## config.mk

```make
export PLATFORM = sky130hd
export DESIGN_NAME = master_tx_flat
export DESIGN_NICKNAME = d
export VERILOG_FILES = /design/src/rtl/master_tx_if.sv /design/src/rtl/master_tx.sv /design/src/flat_wrapper.sv
export SDC_FILE = /design/constraint.sdc
export NUM_CORES = 1
export LEC_CHECK = 0
export ABC_AREA = 1
export CORE_UTILIZATION = 45
export CTS_BUF_LIST = sky130_fd_sc_hd__clkbuf_2 sky130_fd_sc_hd__clkbuf_4 sky130_fd_sc_hd__clkbuf_8
export DETAILED_ROUTE_END_ITERATION = 10
export PLACE_DENSITY_LB_ADDON = 0.25
export SLEW_MARGIN = 20
export SYNTH_ARGS = -nofsm -noshare
export SYNTH_HDL_FRONTEND = slang
export SYNTH_SLANG_ARGS = --single-unit
export TNS_END_PERCENT = 20
```

## constraint.sdc

```tcl
create_clock -name clk -period 6.1 [get_ports clk]
set_input_delay 1.22 -clock clk [delete_from_list [all_inputs] [get_ports clk]]
set_output_delay 1.22 -clock clk [all_outputs]
set_load 0.02 [all_outputs]
```

## src/rtl/master_tx_if.sv

```systemverilog
// Bus bundle for master_tx: FIFO push side plus the valid/ready offer channel.
interface master_tx_if #(
    parameter int unsigned NUM = 8
);
    logic            push;
    logic [NUM-1:0]  push_data;
    logic            full;
    logic            overflow;
    logic            valid;
    logic [NUM-1:0]  data_out_m;
    logic            ready;
    logic            busy;
    logic            timeout;
    logic [15:0]     sent_cnt;

    modport master (
        input  push,
        input  push_data,
        input  ready,
        input  busy,
        output full,
        output overflow,
        output valid,
        output data_out_m,
        output timeout,
        output sent_cnt
    );

    modport slave (
        output push,
        output push_data,
        output ready,
        output busy,
        input  full,
        input  overflow,
        input  valid,
        input  data_out_m,
        input  timeout,
        input  sent_cnt
    );
endinterface

```

## src/rtl/master_tx.sv

```systemverilog
// Buffered transmitter: small FIFO feeding a valid/ready offer with a
// stall input, a per-word wait timeout and a completed-transfer counter.
module master_tx #(
    parameter int unsigned NUM     = 8,
    parameter int unsigned DEPTH   = 4,
    parameter int unsigned TIMEOUT = 255
) (
    input logic         clk,
    input logic         rst,
    master_tx_if.master bus
);

    localparam int unsigned PW = $clog2(DEPTH);
    localparam int unsigned CW = $clog2(DEPTH) + 1;
    localparam int unsigned WW = $clog2(TIMEOUT + 1);

    typedef enum logic [0:0] {StIdle, StSend} state_e;

    state_e          state_q, state_d;
    logic [NUM-1:0]  mem [DEPTH];
    logic [PW-1:0]   wr_ptr_q, rd_ptr_q;
    logic [CW-1:0]   count_q, count_d;
    logic [NUM-1:0]  data_q;
    logic [WW-1:0]   wait_q, wait_d;
    logic [15:0]     sent_q;
    logic            overflow_q;
    logic            timeout_q;

    logic            full;
    logic            empty;
    logic            push_ok;
    logic            pop;
    logic            complete;
    logic            drop;

    // Occupancy is registered, so a same-cycle pop never frees a slot for a push.
    assign full    = (count_q == CW'(DEPTH));
    assign empty   = (count_q == '0);
    assign push_ok = bus.push && !full;

    always_comb begin
        state_d  = state_q;
        wait_d   = wait_q;
        pop      = 1'b0;
        complete = 1'b0;
        drop     = 1'b0;
        unique case (state_q)
            StIdle: begin
                if (!empty && !bus.busy) begin
                    pop     = 1'b1;
                    wait_d  = '0;
                    state_d = StSend;
                end
            end
            StSend: begin
                if (bus.ready) begin
                    complete = 1'b1;
                    wait_d   = '0;
                    if (!empty && !bus.busy) begin
                        pop = 1'b1;
                    end else begin
                        state_d = StIdle;
                    end
                end else if (wait_q == WW'(TIMEOUT - 1)) begin
                    // This edge would bring the counter to TIMEOUT: drop the word.
                    drop    = 1'b1;
                    wait_d  = '0;
                    state_d = StIdle;
                end else begin
                    wait_d = wait_q + WW'(1);
                end
            end
            default: state_d = StIdle;
        endcase
    end

    always_comb begin
        count_d = count_q;
        unique case ({push_ok, pop})
            2'b10:   count_d = count_q + CW'(1);
            2'b01:   count_d = count_q - CW'(1);
            default: count_d = count_q;
        endcase
    end

    always_ff @(posedge clk or posedge rst) begin
        if (rst) begin
            state_q    <= StIdle;
            wr_ptr_q   <= '0;
            rd_ptr_q   <= '0;
            count_q    <= '0;
            data_q     <= '0;
            wait_q     <= '0;
            sent_q     <= '0;
            overflow_q <= 1'b0;
            timeout_q  <= 1'b0;
        end else begin
            state_q   <= state_d;
            count_q   <= count_d;
            wait_q    <= wait_d;
            timeout_q <= drop;
            if (push_ok) begin
                wr_ptr_q <= wr_ptr_q + PW'(1);
            end
            if (pop) begin
                rd_ptr_q <= rd_ptr_q + PW'(1);
                data_q   <= mem[rd_ptr_q];
            end
            if (complete) begin
                sent_q <= sent_q + 16'd1;
            end
            if (bus.push && full) begin
                overflow_q <= 1'b1;
            end
        end
    end

    // Storage needs no reset; it is only read behind a non-zero occupancy.
    always_ff @(posedge clk) begin
        if (push_ok) begin
            mem[wr_ptr_q] <= bus.push_data;
        end
    end

    assign bus.full       = full;
    assign bus.overflow   = overflow_q;
    assign bus.valid      = (state_q == StSend);
    assign bus.data_out_m = data_q;
    assign bus.timeout    = timeout_q;
    assign bus.sent_cnt   = sent_q;

endmodule

```

## src/flat_wrapper.sv

```systemverilog
// flat-port wrapper written by rule: the top's interface ports become plain ports
module master_tx_flat 
#(
    parameter int unsigned NUM     = 8,
    parameter int unsigned DEPTH   = 4,
    parameter int unsigned TIMEOUT = 255
)
  (clk, rst, bus_push, bus_push_data, bus_ready, bus_busy, bus_full, bus_overflow, bus_valid, bus_data_out_m, bus_timeout, bus_sent_cnt);
  master_tx_if #(.NUM(NUM)) bus_i ();
  input logic clk;
  input logic rst;
  input wire logic [$bits(bus_i.push)-1:0] bus_push;
  input wire logic [$bits(bus_i.push_data)-1:0] bus_push_data;
  input wire logic [$bits(bus_i.ready)-1:0] bus_ready;
  input wire logic [$bits(bus_i.busy)-1:0] bus_busy;
  output wire logic [$bits(bus_i.full)-1:0] bus_full;
  output wire logic [$bits(bus_i.overflow)-1:0] bus_overflow;
  output wire logic [$bits(bus_i.valid)-1:0] bus_valid;
  output wire logic [$bits(bus_i.data_out_m)-1:0] bus_data_out_m;
  output wire logic [$bits(bus_i.timeout)-1:0] bus_timeout;
  output wire logic [$bits(bus_i.sent_cnt)-1:0] bus_sent_cnt;
  assign bus_i.push = bus_push;
  assign bus_i.push_data = bus_push_data;
  assign bus_i.ready = bus_ready;
  assign bus_i.busy = bus_busy;
  assign bus_full = bus_i.full;
  assign bus_overflow = bus_i.overflow;
  assign bus_valid = bus_i.valid;
  assign bus_data_out_m = bus_i.data_out_m;
  assign bus_timeout = bus_i.timeout;
  assign bus_sent_cnt = bus_i.sent_cnt;
  master_tx #(.NUM(NUM), .DEPTH(DEPTH), .TIMEOUT(TIMEOUT)) u_core (.clk(clk), .rst(rst), .bus(bus_i));
endmodule
```

==> results.yml <==
clock_network:
  cts_htree_levels: 3
  cts_root_buffer: "clkbuf_8"
  cts_tree: "yes"
  insertion_delay_ns: 0.35
  cts_buffers: 9
  clk_pin_slew_ns: 0.08
  cts_resized: 0
  clk_path_buf_depth: 2
  postCtsHoldBufs: 0
  cts_setup_buffers: 0
  cts_sinks: 74
placement:
  dpl.hpwl_mm: 4.32
  port_buffers: 40
  placed_area_um2: 3870
  place_congestion: 0.800
power:
  irDropWorstVdd_v: 0.000184
  pwr_density_cell_nw_per_um2: 409
  leakage_uw: 0.00170
yosys:
  synth_top_area_cell: "dfrtp_1"
  synthTopCellsByArea: "dfrtp_1, edfxtp_1, nand2_1"
  synth.most_common_cell: "nand2_1"
  async_reset_ff_frac: 0.568
  netlist_area_um2: 3380
  netlist_instances: 331
  ys_seq_area_frac: 0.596
  ys_warn_count: 0
  ys_top_cells_by_count: "nand2_1, nor2_1, dfrtp_1, edfxtp_1, o21ai_0"
  synth_seq_cells: 74
  syn-num-nets: 353
  synth-edff-count: 32
  syn_avg_cell_area_um2: 10.2
  synth_ff_type: "dfrtp_1"
  yosysUniqueCellTypes: 27
  post-synth-top-area-fraction: 0.311
global_route:
  antenna_found_initial: 0
  grt_pass1_wl_mm: 10.1
  grt_pass1_vias: 2136
  grt_max_degree: 43
  grt_overflow: 0
  grt_use_total: 0.176
  globalRouteMet1Util: 0.244
  met2_usage: 0.265
  busiest_layer: "met2"
  met3_usage: 0.0476
timing:
  skew_ns: 0.0135
  worst_slew_pin_slew_ns: 0.785
  relSlewSlack: 0.475
  finalCriticalPeriod_ns: 3.06
  finalHoldViolCount: 0
  slew_viol_final: 0
  rsz0062_at_grt: "false"
  fmax_mhz: 327
  timing.final.crit_share: 0.502
  setup_viol: 0
  setup_tns_ns: 0
detailed_routing:
  routed_wl_mm: 6.14
  dr.first_iter.drc_count: 115
  via_count: 2288
  post_drt_wl_per_cell_um: 12.7
  ant_nets: 0
  drt_first_pass_iters: 5
  drc_errors: 0
  via_per_inst: 4.75
setup_path:
  cpMostUsedCell: "nor2_4"
  worstSetupStartpointType: "input pin"
  crit_slowest_cell: "clkdlybuf4s50_1"
  crit_fanout: 13
  crit_required_ns: 6.32
  path_cells: "clkdlybuf4s50_1 -> nor2_4 -> nor2_4 -> ha_1 -> inv_1 -> fa_1 -> a21oi_1 -> o21ai_0 -> xor2_1"
  cp.arrival_ns: 3.28
  endpoint_kind: "register"
  crit_type: "in -> reg"
  max_stage_delay_ns: 0.59
floorplan:
  pin_count: 41
  fp.dieArea_um2: 7860
  std_cell_rows: 31
  core_area_um2: 7250
  initial_core_util: 0.466
  die_w_um: 88.6
  die_h_um: 88.6
finish:
  nNetsFinal: 400
  synthToLayoutAreaGrowth_pct: 20.8
  antennaDiodeCount: 0
  final_cell_area_um2: 4080
  fill_cells: 640
  drive_above_1_share: 0.112
status:
  status: "finished, final reports clean"
worst_hold_path:
  hold_path.class: "reg -> reg"
job:
  cap_violations: 0
-- per-stage QoR --
| step | hold WS (ns) | setup slack (ns) | utilization | total power (µW) | std cells |
|---|---|---|---|---|---|
| 3_5_place_dp | 0.448 | 2.69 | 0.534 | 1290 | 466 |
| 5_1_grt | 0.486 | 2.80 | 0.562 | 1790 | 482 |
| 4_1_cts | 0.469 | 3.06 | 0.562 | 1680 | 482 |
| 3_3_place_gp | 0.445 | 2.76 | 0.534 | 1270 | 466 |
| 6_report | 0.464 | 3.04 | 0.562 | 1670 | 482 |
| 2_1_floorplan | 0.453 | 3.42 | - | 1090 | 331 |
-- critical path: cells and delay by family --
family	cells	cell delay [ns]
and+or+nand+nor	2	0.41
xor gates and xnor gates	1	0.16
buffers and inverters	2	0.65
AOI/OAI and AO/OA	2	0.25
adders and majority gates	2	0.58
-- routing by layer --
layer  up-vias  routed length (µm)
met4         0                  81
li1       1165                   -
met3         7                 232
met1      1082                3050
met5         -                   0
met2        34                2770
-- final cells by class --
type                            instances  area [µm²]  share of cell area
Timing Repair Buffer                   41         408               0.100
Multi-Input combinational cell        219        1200               0.295
Clock buffer                            9         124              0.0304
Clock inverter                          7        82.6              0.0202
Inverter                               33         124              0.0304
Tap cell                               99         124              0.0304
Sequential cell                        74        2010               0.493
-- cells in the final DEF, fill, tap and decap left out, types with 4 or more instances in the layout --
cell type,netlist,final
o21ai_1,7,7
nor2_4,10,10
nand2_1,69,69
dfrtp_1,42,42
clkdlybuf4s50_1,0,40
ha_1,8,8
inv_1,26,25
nand3_1,15,15
edfxtp_1,32,32
clkbuf_8,0,9
o21ai_0,27,27
xor2_1,14,14
xnor2_1,4,4
nor2_1,43,43
inv_2,6,6
a21oi_1,4,4
-- sequential cells by signal, indices dropped and copies added (netlist names) --
| register | count |
|---|---|
| u_core.bus.data_out_m | 8 |
| u_core.bus.valid | 1 |
| u_core.rd_ptr_q | 2 |
| u_core.bus.timeout | 1 |
| u_core.count_q | 3 |
| u_core.wait_q | 8 |
| u_core.bus.sent_cnt | 16 |
| u_core.wr_ptr_q | 2 |
| u_core.bus.overflow | 1 |
| u_core.mem | 32 |
-- final timing paths --
kind,cells past startpoint,endpoint,slack [ns],from
max in group asynchronous,3,u_core.wait_q[7],4.42,rst
worst max register to register,10,u_core.count_q[2],3.93,u_core.count_q[0]
worst min-delay path,1,u_core.bus.overflow,0.46,u_core.bus.overflow
worst max-delay path,9,u_core.count_q[2],3.04,bus_ready
min in group asynchronous,3,u_core.bus.sent_cnt[9],1.30,rst
worst min register to register,1,u_core.bus.overflow,0.46,u_core.bus.overflow
-- cells by family (layout without fill, tap and decap cells) --
family	after synthesis	count (layout)	synth area share
xor+xnor	18	18	0.0467
compound gates	41	41	0.0634
buf+inv	38	90	0.0474
simple gates	151	151	0.211
flops	74	74	0.596
fa+ha+maj	9	9	0.0356
-- report_power, final --
| group | leakage [µW] | total (µW) | internal, µW | switching [µW] |
|---|---|---|---|---|
| Sequential | 0.000823 | 736 | 643 | 93.4 |
| Combinational | 0.000783 | 536 | 209 | 327 |
| Clock | 0.0000988 | 396 | 196 | 201 |
No activity file was read; power rests on OpenSTA's default activity.
